**src/rtl/audio_pkg.sv**
```systemverilog
// Shared definitions for the audio sample chain: sample type and
// channel-index width helper.
package audio_pkg;

    localparam int AUDIO_SAMPLE_W = 24;

    typedef logic [AUDIO_SAMPLE_W-1:0] audio_sample_t;

    // A one-channel stream still carries a 1-bit channel tag.
    function automatic int chan_w(input int n);
        return (n > 1) ? $clog2(n) : 1;
    endfunction

endpackage

```
**src/rtl/audio_fifo_mem.sv**
```systemverilog
// Storage for the audio stream FIFO: {chan, data} entries with synchronous
// write and asynchronous read.
module audio_fifo_mem #(
    parameter int DATA_W = 24,
    parameter int CHAN_W = 1,
    parameter int DEPTH  = 8,
    parameter int AW     = $clog2(DEPTH)
) (
    input  logic              clk,
    input  logic              wr_en,
    input  logic [AW-1:0]     wr_addr,
    input  logic [CHAN_W-1:0] wr_chan,
    input  logic [DATA_W-1:0] wr_data,
    input  logic [AW-1:0]     rd_addr,
    output logic [CHAN_W-1:0] rd_chan,
    output logic [DATA_W-1:0] rd_data
);

    logic [CHAN_W+DATA_W-1:0] mem [DEPTH];

    always_ff @(posedge clk) begin
        if (wr_en) begin
            mem[wr_addr] <= {wr_chan, wr_data};
        end
    end

    assign {rd_chan, rd_data} = mem[rd_addr];

endmodule

```
**src/rtl/audio_stream_fifo.sv**
```systemverilog
// Multi-channel sample FIFO with channel/end-of-frame tagging and an optional
// frame-aligned drop mode for sources that cannot be stalled.
module audio_stream_fifo
    import audio_pkg::*;
#(
    parameter int DATA_W     = AUDIO_SAMPLE_W,
    parameter int N_CHANNELS = 2,
    parameter int DEPTH      = 8,
    parameter int DROP_MODE  = 0
) (
    input  logic                            clk,
    input  logic                            rst,
    input  logic                            i_valid,
    output logic                            o_ready,
    input  logic [DATA_W-1:0]               i_data,
    output logic                            o_valid,
    input  logic                            i_ready,
    output logic [DATA_W-1:0]               o_data,
    output logic [chan_w(N_CHANNELS)-1:0]   o_chan,
    output logic                            o_last,
    output logic [$clog2(DEPTH):0]          o_level,
    output logic [15:0]                     o_drop_count
);

    localparam int AW = $clog2(DEPTH);
    localparam int CW = chan_w(N_CHANNELS);
    localparam int LW = AW + 1;

    localparam logic [LW-1:0] DEPTH_L = LW'(DEPTH);
    localparam logic [LW-1:0] FRAME_L = LW'(N_CHANNELS);
    localparam logic [CW-1:0] LAST_CH = CW'(N_CHANNELS - 1);

    logic [LW-1:0] wr_ptr, rd_ptr, level;
    logic [CW-1:0] in_chan;
    logic          dropping;
    logic          full, empty, accept, pop, wr_en;
    logic          frame_room, drop_now, new_drop, in_wrap;

    // Extra MSB on the pointers distinguishes full from empty.
    assign level = wr_ptr - rd_ptr;
    assign empty = (wr_ptr == rd_ptr);
    assign full  = (wr_ptr[AW] != rd_ptr[AW]) && (wr_ptr[AW-1:0] == rd_ptr[AW-1:0]);

    assign o_valid = !empty;
    assign o_level = level;
    assign o_ready = (DROP_MODE != 0) ? 1'b1 : !full;

    assign accept     = i_valid && o_ready;
    assign pop        = o_valid && i_ready;
    assign frame_room = (DEPTH_L - level) >= FRAME_L;
    assign in_wrap    = (in_chan == LAST_CH);

    // Admission is decided once per frame at ch0 and carried by the flag for
    // the remaining channels, so frames are stored or discarded whole.
    always_comb begin
        drop_now = 1'b0;
        new_drop = 1'b0;
        if (DROP_MODE != 0) begin
            if (in_chan == '0) begin
                drop_now = !frame_room;
                new_drop = accept && !frame_room;
            end else begin
                drop_now = dropping;
            end
        end
    end

    assign wr_en = accept && !drop_now;

    always_ff @(posedge clk) begin
        if (rst) begin
            wr_ptr       <= '0;
            rd_ptr       <= '0;
            in_chan      <= '0;
            dropping     <= 1'b0;
            o_drop_count <= '0;
        end else begin
            if (wr_en) begin
                wr_ptr <= wr_ptr + LW'(1);
            end
            if (pop) begin
                rd_ptr <= rd_ptr + LW'(1);
            end
            if (accept) begin
                in_chan  <= in_wrap ? '0 : in_chan + CW'(1);
                dropping <= in_wrap ? 1'b0 : drop_now;
            end
            if (new_drop && o_drop_count != 16'hFFFF) begin
                o_drop_count <= o_drop_count + 16'd1;
            end
        end
    end

    audio_fifo_mem #(
        .DATA_W (DATA_W),
        .CHAN_W (CW),
        .DEPTH  (DEPTH),
        .AW     (AW)
    ) u_mem (
        .clk     (clk),
        .wr_en   (wr_en),
        .wr_addr (wr_ptr[AW-1:0]),
        .wr_chan (in_chan),
        .wr_data (i_data),
        .rd_addr (rd_ptr[AW-1:0]),
        .rd_chan (o_chan),
        .rd_data (o_data)
    );

    assign o_last = (o_chan == LAST_CH);

endmodule

```
**config.mk**
```make
export PLATFORM = sky130hd
export DESIGN_NAME = audio_stream_fifo
export DESIGN_NICKNAME = d
export VERILOG_FILES = /design/src/rtl/audio_pkg.sv /design/src/rtl/audio_fifo_mem.sv /design/src/rtl/audio_stream_fifo.sv
export SDC_FILE = /design/constraint.sdc
export NUM_CORES = 1
export LEC_CHECK = 0
export BUFFER_PORTS_ARGS = -buffer_cell sky130_fd_sc_hd__buf_2
export CORE_ASPECT_RATIO = 1.2
export CORE_MARGIN = 2
export CORE_UTILIZATION = 53
export DETAILED_ROUTE_END_ITERATION = 8
export PLACE_DENSITY = 0.75
export SETUP_SLACK_MARGIN = 0.5
export SYNTH_ARGS = -nofsm -noshare
export SYNTH_HDL_FRONTEND = slang
export SYNTH_SLANG_ARGS = --single-unit
```
**constraint.sdc**
```tcl
create_clock -name clk -period 3.92 [get_ports clk]
set_clock_uncertainty 0.05 [all_clocks]
set_input_delay 0.196 -clock clk [delete_from_list [all_inputs] [get_ports clk]]
set_output_delay 0.196 -clock clk [all_outputs]
set_load 0.02 [all_outputs]
```
Word level (Yosys, flattened, before mapping)
Memory sizes are Yosys's and may differ from the RTL's. A register that Yosys moved wholly into a read port is not among the register bits.
Index checks and enable logic that the tools add are counted.

cells by class
  add/subtract/negate cells = 4
  equal/unequal tests = 3
  mux-type cells = 5
  reduce and logical (&&, ||, !) cells = 5

operator list
  cell                                          count
  adder 4 x 1 -> 4 bit (second input constant)  2
  2-to-1 mux 3 bit                              2
  == test 4 bit                                 1
  subtractor 4 bit                              1
  == test 3 bit                                 1
  logical AND 1 bit                             3
  2-to-1 mux 1 bit                              3
  zero test 1 bit                               2
  adder 1 bit (second input constant)           1
  inequality test 1 bit                         1

storage, ports and cells
  flip-flop bits (word level) = 9
  RAM bits = 200
  output and inout bits = 48
  word-level logic and storage cells = 21
  memories kept = 1

memories
  name       words  width  rd ports  clocked after memory_dff  write ports  line                  source
  u_mem.mem  8      25     1         1                         1            audio_fifo_mem.sv:19  logic [CHAN_W+DATA_W-1:0] mem [DEPTH];

Depth between registers and ports, before layout
Gate-level depths: netlist of run 1.

  depth in word-level cells = 6
  mapped depth = 6
  mapped depth without buffers = 6

Hierarchy
Synthesis of run 1 repeated with hierarchy kept, for this count alone.

second synthesis, totals
  cells, all modules = 382
  area, all modules = 8421.8 µm²

modules (own cells, without submodules)
  module             instances  cells each  area an instance (µm²)  sequential area each (µm²)
  audio_fifo_mem     1          303         7761.2                  6005.8
  audio_stream_fifo  1          79          660.6                   180.2

Least setup slack after synthesis of run 1
No wires, ideal clock.

  path kind = register -> register
  from = register wr_ptr[0]
  to = memory u_mem.mem[0][0] in the netlist's numbering, enable pin
  setup time = 0.470 ns
  arrival time = 3.488 ns
  data required time = 3.400 ns
  setup slack = -0.088 ns
  cell stages (with the launch flop) = 6
  clock period less this slack = 4.008 ns
  path through = dfxtp_1 inv_1 ha_1 nand3_1 o21ai_2 nor4_1

between the ends
  longest elaborated chain between the ends = 6

ends and longest elaborated chain
  item                                    line                     source
  from (decl)                             audio_stream_fifo.sv:33  logic [LW-1:0] wr_ptr, rd_ptr, level;
  from (signal assigned)                  audio_stream_fifo.sv:79  wr_ptr <= wr_ptr + LW'(1);
  == test 3 bit                           audio_stream_fifo.sv:42  assign full = (wr_ptr[AW] != rd_ptr[AW]) && (wr_ptr[AW-1:0] == rd_ptr[AW-1:0]);
  logical AND 1 bit                       audio_stream_fifo.sv:42
  zero test 1 bit                         audio_stream_fifo.sv:46  assign o_ready = (DROP_MODE != 0) ? 1'b1 : !full;
  logical AND 1 bit                       audio_stream_fifo.sv:48  assign accept = i_valid && o_ready;
  2-to-1 mux 1 bit                        audio_fifo_mem.sv:22     if (wr_en) begin
  2-to-1 mux 1 bit (not written as such)  audio_fifo_mem.sv:23     mem[wr_addr] <= {wr_chan, wr_data};
  to (decl)                               audio_fifo_mem.sv:19

Several ways; a longest one is shown, not always the timed one.

Worst setup path after layout of run 1
  from = register wr_ptr[0]
  to = memory u_mem.mem[2][23] in the netlist's numbering, enable pin

Same word-level chain as after synthesis.

==> results of run 1 <==
Yosys cell counts (5+ instances only):
cell type  count  share of area
nand2_1        5         0.0022
inv_1          7         0.0031
edfxtp_1     200           0.71
mux2_2        25          0.033
dfxtp_1       12          0.028
xnor2_1        7         0.0072
buf_4         17          0.015
buf_6          6         0.0080
mux4_1        50           0.15
ha_1           5         0.0074
buf_1          7         0.0031
nor2_1        13         0.0057
clkbuf_1       5         0.0022
worst max-delay path: stages, from the launching register on:
cell and delay, ns:
dfxtp_1 0.53, inv_1 0.15, ha_1 0.35, and3_1 0.27
nand2_1 0.13, nand3_1 0.21, nor3_4 0.68, buf_4 0.35
layer usage:
layer / GRT usage / up-vias
li1: - / 1788
met2: 0.3035 / 129
met3: 0.02676 / 24
met1: 0.2436 / 2073
met4: 0.06192 / 0
met5: 0 / -
cells by family (layout without fill, tap and decap cells):
family                     after synthesis  in the layout  synth area share
DFF                                    212            212            0.7356
xor gates and xnor gates                11             11           0.01135
other                                    1             16         0.0004417
muxes                                   76             76            0.1891
adders and majority gates                6              6          0.009726
AOI/OAI and AO/OA                        9              9          0.006631
buffers and inverters                   42            144           0.03139
and+or+nand+nor                         30             30           0.01577
per-stage QoR:
stage                     power [mW]  cells
final                          5.222    712
after global routing           5.407    712
after CTS                      5.268    712
after detailed placement       3.403    649
after global placement         3.384    649
after floorplan                3.213    402
area by class of cell:
class	instances	area (sq um)	share of cell area
timing repair buffer	101	690.7	0.06936
sequential	212	6248	0.6275
clock inverter	6	51.30	0.005151
inverter	7	26.28	0.002639
tap	208	260.3	0.02613
clock buffer	30	589.3	0.05918
multi-input combinational	148	2092	0.2101
cells in the final DEF (no fill, tap or decap):
cell and n:
a21o_1 1, a21oi_1 3, a21oi_4 1, and3_1 1, buf_12 1, buf_2 59
buf_4 14, bufinv_16 1, clkbuf_1 6, clkbuf_16 21, clkbuf_8 3, clkinv_1 3
clkinv_2 2, conb_1 16, dfxtp_1 10, dfxtp_2 2, dlygate4sd3_1 27, edfxtp_1 200
fa_1 1, ha_1 5, inv_1 7, mux2_2 25, mux2i_1 1, mux4_1 50
nand2_1 5, nand2b_1 1, nand3_1 3, nand4_1 2, nor2_1 11, nor2_2 2
nor3_2 3, nor3_4 1, nor4_4 1, o211ai_1 2, o21ai_0 1, o21ai_2 1
xnor2_1 7, xor2_1 4
path summary, 6_finish.rpt:
path / from / endpoint / slack [ns] / cells after the start
worst max register to register: wr_ptr[0] / u_mem.mem[2][23] / 0.88 / 7
worst min register to register: rd_ptr[3] / rd_ptr[3] / 0.53 / 2
worst max-delay path: wr_ptr[0] / u_mem.mem[2][23] / 0.88 / 7
worst min-delay path: i_ready / rd_ptr[3] / 0.11 / 5
where the power goes:
group	total, mW	internal, mW	switching [mW]	leakage (nW)
clock	1.85	1.10	0.749	0.314
sequential	2.61	2.54	0.0702	1.92
combinational	0.757	0.368	0.389	1.19
total	5.22	4.01	1.21	3.42
sequential cells by signal, indices dropped and copies added (netlist names), named ones only:
register	cells
u_mem.mem	200
rd_ptr	4
wr_ptr	4
in_chan	1
timing repair:
item,in CTS,in global routing
hold buffers,27,0
endpoints found under the hold margin,203,0
setup buffers,0,0
==> metrics.txt, run 1 <==
status=finished clean; min Tclk post-route=3.037 ns; vias=4014; final hold vios=0; wire length on met2=7665 um; H-Tree Depth=1; CTS tree=built; area post-placement=9047 sq um; Primary FF master, synth=edfxtp_1; Fill cells=1053; Top Layer Used=met4; DR WL/cell=21.14 um; Via density=5.638; Startpoint Class=flip-flop; Worst-Margin Slew=0.7890 ns; Arr. time, crit path=3.16 ns; die span in x=119.5 um; Hold Path Class=input pin to flip-flop; Post-Syn Instances=387; area grow syn2layout=17.29%; gpl congestion=0.8568; initial antenna violation count=0; Slew HR=0.4723; wire length on met1=6338 um; synth warn=0; Sink Count=212; diode count=0; # IOs=76; Cell Area, Synth=8491 sq um; Layout Cell Area excl Fill=9958 sq um; dpl hpwl=8806 um; layout cells sized above 1=0.2718; hold_ws=0.1133 ns; peak supply drop=0.3527 mV; clock buffer depth=3; Post-synth EDFFs=200; dpl ws=0.8594 ns; core area=15640 sq um; register area share after synthesis=0.7356; vias in the first global route=4133; Site Rows=50; Synth cell types=28; largest net degree at the start of global routing=29; Num CTS Buffers=20; final setup margin=0.8826 ns; CP endpoint kind=flip-flop; DR WL met3=771 um; utilization after layout=0.6367; CTS root buffer=clkbuf_16; critical path type=flip-flop to flip-flop; Initial Utilization=0.5429; Die Area=17050 sq um; setup violators final=0; first-pass GRT wire length=23150 um; Worst EP required=4.05 ns; Die H=142.7 um; Cell Pwr Density=524.4 nW/um^2; nets=524; Final ANT Viol Nets=0; Achievable Freq=0.3292 GHz; Skew-Pair Late Insertion Delay=0.48 ns; Yosys reg bits=212; # resized after CTS=0; RSZ-0062 raised after global routing=false; DRC violations left=0; max-cap viol count=0; DR pass1 iterations=4; initial DRC count=283; GRT Total Usage=0.1800; critical path peak fanout=13; Congestion Overflow GR=0; clock-pin slew on the worst setup and hold paths=0.06 ns; Leak=3.424 nW; Slew Limit Fails=0; Port-buffer cells=59; fin crit share=0.7748; WL final=15060 um; Setup TNS=0 ns; ys async rst share=0; Synth Area per Inst=21.94 sq um
Power figures use the tool's default switching activity.
==> inputs of run 2 (changes only) <==
--- a/config.mk
+++ b/config.mk
@@ -5,6 +5,7 @@
 export SDC_FILE = /design/constraint.sdc
 export NUM_CORES = 1
 export LEC_CHECK = 0
+export ABC_AREA = 1
 export BUFFER_PORTS_ARGS = -buffer_cell sky130_fd_sc_hd__buf_2
 export CORE_ASPECT_RATIO = 1.2
 export CORE_MARGIN = 2
==> constraint.sdc (replaced) <==
create_clock -name clk -period 2.6 [get_ports clk]
set_clock_uncertainty 0.05 [all_clocks]
set_input_delay 0.13 -clock clk [delete_from_list [all_inputs] [get_ports clk]]
set_output_delay 0.13 -clock clk [all_outputs]
set_load 0.02 [all_outputs]
==> run 2 against run 1 <==
- combinational power rose to 2.5 times the previous value
- clock power rose by 50%
- core utilization rose by 2.7 points
- hold slack improved by 0.25 ns
- global-route usage rose by 3.8 points
- power rose by 64%
- critical path depth rose by 1
- highest routed layer unchanged
==> metrics.txt, run 2 <==
Yosys reg bits=212; layout cells sized above 1=0.2042; post-synth top area cell=edfxtp_1; top cell type's share of synthesized area=0.6936; # IOs=76; fin crit share=0.8124; count leader, synth=edfxtp_1; critical path type=flip-flop to output port; most common cell after layout, fill and taps aside=edfxtp_1; min Tclk post-route=2.112 ns; Synth cell types=25; Congestion Overflow GR=0; register area share after synthesis=0.7214; core area=16080 sq um; nets=871; reg2reg setup slack=0.58 ns; leading registers by flop count=u_mem.mem (200), rd_ptr (4), wr_ptr (4); DR pass1 iterations=5; Initial Utilization=0.5384; Tot Pwr=8.585 mW; Achievable Freq=0.4734 GHz; Slew Limit Fails=0; synth warn=0; worst-path cell chain=buf_12 > buf_12 > clkbuf_16 > o21ai_0 > o21ai_1 > nand2_1 > nand2_1 > buf_2; diode count=0; Cell Area, Synth=8658 sq um; Most flops, register=u_mem.mem; initial DRC count=740; Synth Area per Inst=11.80 sq um; RSZ-0062 raised after global routing=true; Hold Path Class=input pin to flip-flop; Via density=5.607; critical path peak fanout=6; Port-buffer cells=59; top cells by count, synth=edfxtp_1 (200), nor2_1 (167), o21ai_1 (106), nand2_1 (94), o21ai_0 (50); vias in the first global route=5763; DRC violations left=0; Die H=144.0 um; peak supply drop=0.4862 mV; gpl congestion=0.8641; Startpoint Class=flip-flop; Site Rows=51; WL final=20350 um; Skew-Pair Late Insertion Delay=0.48 ns; Post-synth EDFFs=200; first-pass GRT wire length=29470 um; Arr. time, crit path=1.93 ns; DR WL/cell=19.13 um; max reg flops=200; status=finished clean; largest net degree at the start of global routing=51; setup violators final=0; Post-Syn Instances=734; CTS tree=built; H-Tree Depth=1; utilization after layout=0.6639; initial antenna violation count=0; worst-path cell with the longest stage delay=dfxtp_4; Leak=3.870 nW; Cell Pwr Density=804.1 nW/um^2; ys async rst share=0; CP endpoint kind=output port; Die Area=17380 sq um; final hold vios=0; die span in x=120.7 um; top cells by area, synth=edfxtp_1 (69%), nor2_1 (7.2%), o21ai_1 (6.1%), nand2_1 (4.1%), o21ai_0 (2.9%); vias=5966; Worst EP required=2.42 ns; Num CTS Buffers=21; clock-pin slew on the worst setup and hold paths=0.06 ns; area grow syn2layout=23.31%; GRT Total Usage=0.2185; dpl hpwl=10100 um; Max stage delay on crit path=0.35 ns; Setup TNS=0 ns; clock buffer depth=3; Sink Count=212; Primary FF master, synth=edfxtp_1; most frequent cells in the layout=edfxtp_1 (200), nor2_1 (148), o21ai_1 (110); max-cap viol count=0; Final ANT Viol Nets=0; CTS root buffer=clkbuf_16
[run 2: changes by cell type after synthesis, sizes merged, moves of 9 or more]
cell / before / now
nor2: 13 / 168
o21ai: 2 / 156
nand2: 5 / 99
mux4: 50 / 0
mux2: 25 / 0
buf: 30 / 47
inv: 7 / 16
[run 2: what timing repair did]
item | 4_1_cts | 5_1_grt
hold endpoints to repair | 197 | 0
buffers inserted | 3 | 5
pin swaps | 1 | 10
hold buffers | 28 | 0
gates resized for setup | 17 | 47
gates cloned | 4 | 6
setup endpoints to repair | 116 | 97
[run 2: logic make-up after synthesis]
group	share of synthesized area
simple gates	0.1247
flops	0.7214
compound gates	0.09364
buf+inv	0.04624
fa+ha+maj	0.009538
xor+xnor	0.004047
other cells	0.0004331
[run 2: per-stage QoR]
stage               std cells  setup slack [ns]  hold slack, ns  cell area, sq um
floorplan                 749            0.4801          0.1417              8874
global placement          980            0.4714          0.3229              9271
detailed placement        980            0.3827          0.3310              9271
CTS                      1053            0.5005          0.3560             10360
global route             1064            0.4255          0.3775             10680
finish                   1064            0.4878          0.3628             10680
[run 2: cell type report]
cell class	instances	area, sq um
flip-flops and latches	212	6266
fillers	1112	5404
multi-input cells	466	2263
repair buffers	119	1152
clock buffers	28	581.8
well taps	212	265.3
inverters	16	88.84
clock inverters	10	50.05
repair inverters	1	8.758
[run 2: routing by layer]
| metal | wire length [um] | vias to the layer above | GRT usage |
|---|---|---|---|
| met5 | 0 | - | 0 |
| met4 | 367 | 0 | 0.07528 |
| met3 | 1414 | 32 | 0.02997 |
| met2 | 10460 | 288 | 0.3842 |
| met1 | 8108 | 2910 | 0.2804 |
| li1 | - | 2736 | - |
[run 2: worst max-delay path: cells and delay by family (launching register included)]
| family | cells | cell delay, ns |
|---|---|---|
| buffers and inverters | 4 | 0.62 |
| DFF | 1 | 0.35 |
| AOI/OAI and AO/OA | 2 | 0.31 |
| and+or+nand+nor | 2 | 0.16 |
[run 2: final timing paths]
| path | startpoint | to | cells after the start |
|---|---|---|---|
| setup / recovery | flip-flop | o_data[19] | 8 |
| hold / removal | rst | wr_ptr[3] | 3 |
| setup reg to reg | rd_ptr[2] | u_mem.mem[4][5] | 10 |
| hold reg to reg | wr_ptr[3] | wr_ptr[3] | 2 |
[run 2: where the power goes]
group	total, mW	switching [mW]	internal (mW)
Sequential	3.90	0.0697	3.83
Clock	2.77	1.20	1.57
Combinational	1.91	1.17	0.739
Total	8.58	2.44	6.14
